### config.mk
export PLATFORM = sky130hd
export DESIGN_NAME = clk_en_sched
export DESIGN_NICKNAME = d
export VERILOG_FILES = /design/src/rtl/clk_en_sched.sv
export SDC_FILE = /design/constraint.sdc
export NUM_CORES = 1
export LEC_CHECK = 0
export ABC_AREA = 1
export BUFFER_PORTS_ARGS = -buffer_cell sky130_fd_sc_hd__buf_2
export CAP_MARGIN = 15
export CORE_MARGIN = 2
export CORE_UTILIZATION = 51
export DETAILED_ROUTE_END_ITERATION = 10
export MAX_ROUTING_LAYER = met4
export PLACE_DENSITY = 0.8
export RECOVER_POWER = 100
export SLEW_MARGIN = 20
export SYNTH_ARGS = -nofsm -noshare
export SYNTH_HDL_FRONTEND = slang
export SYNTH_SLANG_ARGS = --single-unit
export TNS_END_PERCENT = 50
### constraint.sdc
create_clock -name clk -period 1.8 [get_ports clk]
set_input_delay 0.36 -clock clk [delete_from_list [all_inputs] [get_ports clk]]
set_output_delay 0.36 -clock clk [all_outputs]
set_load 0.01 [all_outputs]
### src/rtl/clk_en_sched.sv
// Round-robin clock-enable scheduler.
// Shares a single clock-enable slot among NREQ requesters. Each grant lasts up to a
// per-requester burst length, counted in enabled cycles. A programmable run budget
// bounds the total number of enabled cycles. When the budget is used up, done is raised.
//
// Ports:
//   clk          free-running clock, all logic on posedge
//   rst_n        synchronous active-low reset
//   start        pulse: latch cycle_limit and begin a run (ignored while busy)
//   stop         pulse: abort the run and return to idle (wins over start)
//   cycle_limit  run budget in enabled cycles
//   req          level request per requester
//   burst_len    burst length of requester i in [i*BURST_W +: BURST_W]; 0 acts as 1
//   grant        registered one-hot grant
//   clk_en       registered OR of grant
//   owner        index of the current or most recent grantee
//   cyc          enabled cycles counted in this run
//   busy         high while arbitrating or granting
//   done         high once the budget is exhausted
module clk_en_sched #(
  parameter int unsigned NREQ    = 4,
  parameter int unsigned CNT_W   = 16,
  parameter int unsigned BURST_W = 4,
  localparam int unsigned OW     = $clog2(NREQ)
) (
  input  logic                    clk,
  input  logic                    rst_n,
  input  logic                    start,
  input  logic                    stop,
  input  logic [CNT_W-1:0]        cycle_limit,
  input  logic [NREQ-1:0]         req,
  input  logic [NREQ*BURST_W-1:0] burst_len,
  output logic [NREQ-1:0]         grant,
  output logic                    clk_en,
  output logic [OW-1:0]           owner,
  output logic [CNT_W-1:0]        cyc,
  output logic                    busy,
  output logic                    done
);

  typedef enum logic [1:0] {StIdle, StArb, StGrant, StDone} state_e;

  state_e             state_q;
  logic [CNT_W-1:0]   limit_q;
  logic [BURST_W-1:0] rem_q;
  logic [OW-1:0]      last_q;

  logic               arb_hit;
  logic [OW-1:0]      arb_pick;
  logic [BURST_W-1:0] arb_burst;
  int unsigned        idx;
  logic [CNT_W-1:0]   cyc_nxt;

  // Round-robin search starting just after the last grantee, wrapping modulo NREQ.
  always_comb begin
    arb_hit  = 1'b0;
    arb_pick = '0;
    idx      = 0;
    for (int unsigned i = 1; i <= NREQ; i++) begin
      idx = (32'(last_q) + i) % NREQ;
      if (!arb_hit && req[idx[OW-1:0]]) begin
        arb_hit  = 1'b1;
        arb_pick = idx[OW-1:0];
      end
    end
    arb_burst = BURST_W'(burst_len >> (32'(arb_pick) * BURST_W));
    if (arb_burst == '0) begin
      arb_burst = BURST_W'(1);
    end
  end

  // cyc < limit holds throughout GRANT, so this increment cannot wrap.
  assign cyc_nxt = cyc + CNT_W'(1);

  always_ff @(posedge clk) begin
    if (!rst_n) begin
      state_q <= StIdle;
      grant   <= '0;
      clk_en  <= 1'b0;
      owner   <= '0;
      cyc     <= '0;
      busy    <= 1'b0;
      done    <= 1'b0;
      limit_q <= '0;
      rem_q   <= '0;
      last_q  <= OW'(NREQ - 1);
    end else begin
      unique case (state_q)
        StIdle: begin
          if (start && !stop) begin
            limit_q <= cycle_limit;
            cyc     <= '0;
            if (cycle_limit == '0) begin
              state_q <= StDone;
              done    <= 1'b1;
            end else begin
              state_q <= StArb;
              busy    <= 1'b1;
            end
          end
        end
        StArb: begin
          if (stop) begin
            state_q <= StIdle;
            busy    <= 1'b0;
          end else if (arb_hit) begin
            owner   <= arb_pick;
            last_q  <= arb_pick;
            rem_q   <= arb_burst;
            grant   <= NREQ'(1) << arb_pick;
            clk_en  <= 1'b1;
            state_q <= StGrant;
          end
        end
        StGrant: begin
          // Every granted cycle counts, including the one that ends the grant.
          cyc   <= cyc_nxt;
          rem_q <= rem_q - BURST_W'(1);
          if (stop) begin
            state_q <= StIdle;
            grant   <= '0;
            clk_en  <= 1'b0;
            busy    <= 1'b0;
          end else if (cyc_nxt == limit_q) begin
            state_q <= StDone;
            grant   <= '0;
            clk_en  <= 1'b0;
            busy    <= 1'b0;
            done    <= 1'b1;
          end else if (rem_q == BURST_W'(1) || !req[owner]) begin
            state_q <= StArb;
            grant   <= '0;
            clk_en  <= 1'b0;
          end
        end
        StDone: begin
          if (stop) begin
            state_q <= StIdle;
            done    <= 1'b0;
          end else if (start) begin
            limit_q <= cycle_limit;
            cyc     <= '0;
            if (cycle_limit != '0) begin
              state_q <= StArb;
              busy    <= 1'b1;
              done    <= 1'b0;
            end
          end
        end
        default: state_q <= StIdle;
      endcase
    end
  end

endmodule

==> impl_metrics.yaml <==
critical_path:
  crit_top_cell: "nand2_2"
  endpoint: "state_q[1]"
  worstSetupStartpoint: "cyc[1]"
  r2r_setup_slack_ns: -0.41
  worstPathRequired_ns: 2.02
  r2r-start: "cyc[1]"
  cp_data_arrival_time_ns: 2.43
  critPathKind: "reg -> reg"
  slowest_delay_ns: 0.38
  r2r-end: "state_q[1]"
  cp_max_fo: 7
  critPathLaunchType: "flip-flop"
  crit_chain: "ha_4 > nand2_4 > nor2_4 > buf_6 > buf_4 > nand3_2 > nand2_2 > nand2_2 > nand2_2 > nand3_2 > nor2_4 > nand3_4 > nand3_4 > nand2_4 > inv_4 > nand2_2 > nand2_2 > nor2_2"
  critPathCaptureType: "flip-flop"
  cpMaxStageDelayCell: "dfxtp_4"
  rr_worst_depth: 18
yosys:
  synth.area.top_cells: "dfxtp_1, nand2_1, nand3_1, nor2_1, inv_1"
  synth_enable_flop_cells: 0
  synth_top_area_frac: 0.290
  yosysWarnings: 0
  synthCells: 543
  synth-seq-cells: 49
  synth.cell_area_mm2: 0.00338
  syn_nets: 591
  ys_types: 43
  synth.most_common_cell: "nand2_1"
  ys_async_sr_fraction: 0
  synth_flop_cell: "dfxtp_1"
  syn-mean-instance-area_um2: 6.23
  synth_top_area_cell: "dfxtp_1"
  synth_commonest_cells: "nand2_1, nor2_1, nand3_1"
  yosysSeqAreaShare: 0.290
run:
  drv_cap: 0
sta:
  finalSetupViolCount: 19
  rsz0062_at_grt: "yes"
  slew_violations: 0
  relSlewSlack: 0.582
  worst_pin_slew_ns: 0.627
  hold_viol: 0
  fin_worst_skew_ns: 0.0107
  max_freq_mhz: 453
  setup_ws_ns: -0.406
  period_needed_ns: 2.21
  min_period_over_period: 1.23
final_layout:
  area_delta_synth_final_pct: 46.6
  fill_cells: 468
  n_antenna_cell: 0
  drive_gt1_frac: 0.404
  layout.nets: 740
  design_area_mm2: 0.00496
drt:
  drt_first_pass_iters: 5
  ant_nets: 0
  drt_iter0_drc: 276
  num_vias: 4250
  avgViaCountPerCell: 5.52
  drc: 0
  wire_per_inst_um: 14.2
  routed_wirelength_um: 11000
global_route:
  grt_pass1_vias: 3832
  grt_pass1_wl_um: 16600
  grt-ovfl-total: 0
  grt_max_degree: 26
  antenna_found_initial: 0
  track_usage: 0.285
place:
  gp_congestion: 0.938
  dpl.hpwl_um: 7690
  place_ws_ns: -0.290
  portBuffers: 64
  place_area_mm2: 0.00437
die:
  start_util: 0.530
  core-area_mm2: 0.00639
  fp.dieW_um: 85.5
  ioPinCount: 65
  die_area_mm2: 0.00730
  row_count: 29
  dieHeight_um: 85.5
clock_network:
  clk_pin_slew_ns: 0.10
  htree_levels: 2
  cts_hold_buffers: 0
  cts-root-buf: "clkbuf_8"
  cts_buffers: 5
  insertion_delay_ns: 0.32
  cts_tree: "yes"
  cts.path.max_buffers: 2
  cts_sinks: 49
pwr:
  power_density_mw_per_mm2: 1170
  p_leak_nw: 2.36
  irDropWorstVdd_mv: 0.953
outcome:
  status: "finished, violations left"
  failed_checks: "setup timing"
min_path:
  hold_path.class: "in -> reg"
-- cell families after synthesis --
kind of cell | Yosys count | synth area share
AOI/OAI and AO/OA | 88 | 0.148
buffers and inverters | 75 | 0.0906
xor gates and xnor gates | 6 | 0.0177
DFF | 49 | 0.290
and+or+nand+nor | 317 | 0.424
adders and majority gates | 8 | 0.0296
-- placed cells by master, fill, tap and decap left out, drive strengths merged, types with 4 or more instances in the layout --
cell	n
nor2	70
nor4	4
o21ai	38
ha	8
nor3	6
a21oi	39
clkbuf	8
buf	154
inv	57
nand3b	5
xor2	5
nand4	8
nand2	165
nand3	57
clkinv	4
dfxtp	49
-- stage by stage --
stage	TNS, ns	util	total power [W]	hold slack (ns)	instances
finish	-4.35	0.777	0.00580	0.286	770
global route	-9.32	0.777	0.00622	0.322	770
CTS	-2.53	0.711	0.00510	0.285	758
detailed placement	-3.02	0.684	0.00417	0.454	748
global placement	-1.73	0.684	0.00407	0.448	748
floorplan	-0.455	-	0.00330	0.444	543
-- registers in the layout, summed over array words and instances, names as in the netlist --
register,count
last_q,2
cyc,16
clk_en,1
rem_q,4
done,1
busy,1
grant,4
limit_q,16
owner,2
state_q,2
-- power by group --
group	leakage (nW)	internal [W]	switching (W)
Clock	0.0663	0.000497	0.000403
Combinational	1.89	0.00143	0.00201
Sequential	0.405	0.00130	0.000171
-- cell type report --
class / instances / area [um2] / area share
multi-input cells: 420 / 2410 / 0.487
clock buffers: 6 / 93.8 / 0.0189
clock inverters: 2 / 35.0 / 0.00706
well taps: 77 / 96.3 / 0.0194
inverters: 60 / 238 / 0.0479
repair buffers: 156 / 1080 / 0.217
flip-flops and latches: 49 / 1010 / 0.203
-- worst min-delay path by stage --
stage | depth (start not counted) | to | startpoint
after CTS | 3 | limit_q[0] | cycle_limit[0]
after global routing | 3 | limit_q[2] | cycle_limit[2]
after floorplan | 2 | limit_q[8] | limit_q[8]
final | 3 | limit_q[0] | cycle_limit[0]
after detailed placement | 2 | clk_en | clk_en
after global placement | 2 | grant[0] | grant[0]
-- worst max-delay path, delay by kind of cell, from the launching register on --
family                     cells  cell delay, ns
DFF                            1            0.38
and+or+nand+nor               14            1.25
buffers and inverters          3            0.30
adders and majority gates      1            0.16
-- repair_timing --
| action | 4_1_cts | 5_1_grt |
|---|---|---|
| setup endpoints to repair | 15 | 36 |
| setup buffers | 2 | 10 |
| gates cloned | 0 | 2 |
| pin swaps | 1 | 35 |
| gates resized for setup | 11 | 85 |
-- per-layer routing --
layer,GRT usage,wire length (um)
met1,0.310,4240
met2,0.518,5780
met3,0.0418,616
met4,0.114,320
met5,-,0
Power figures use the tool's default switching activity.
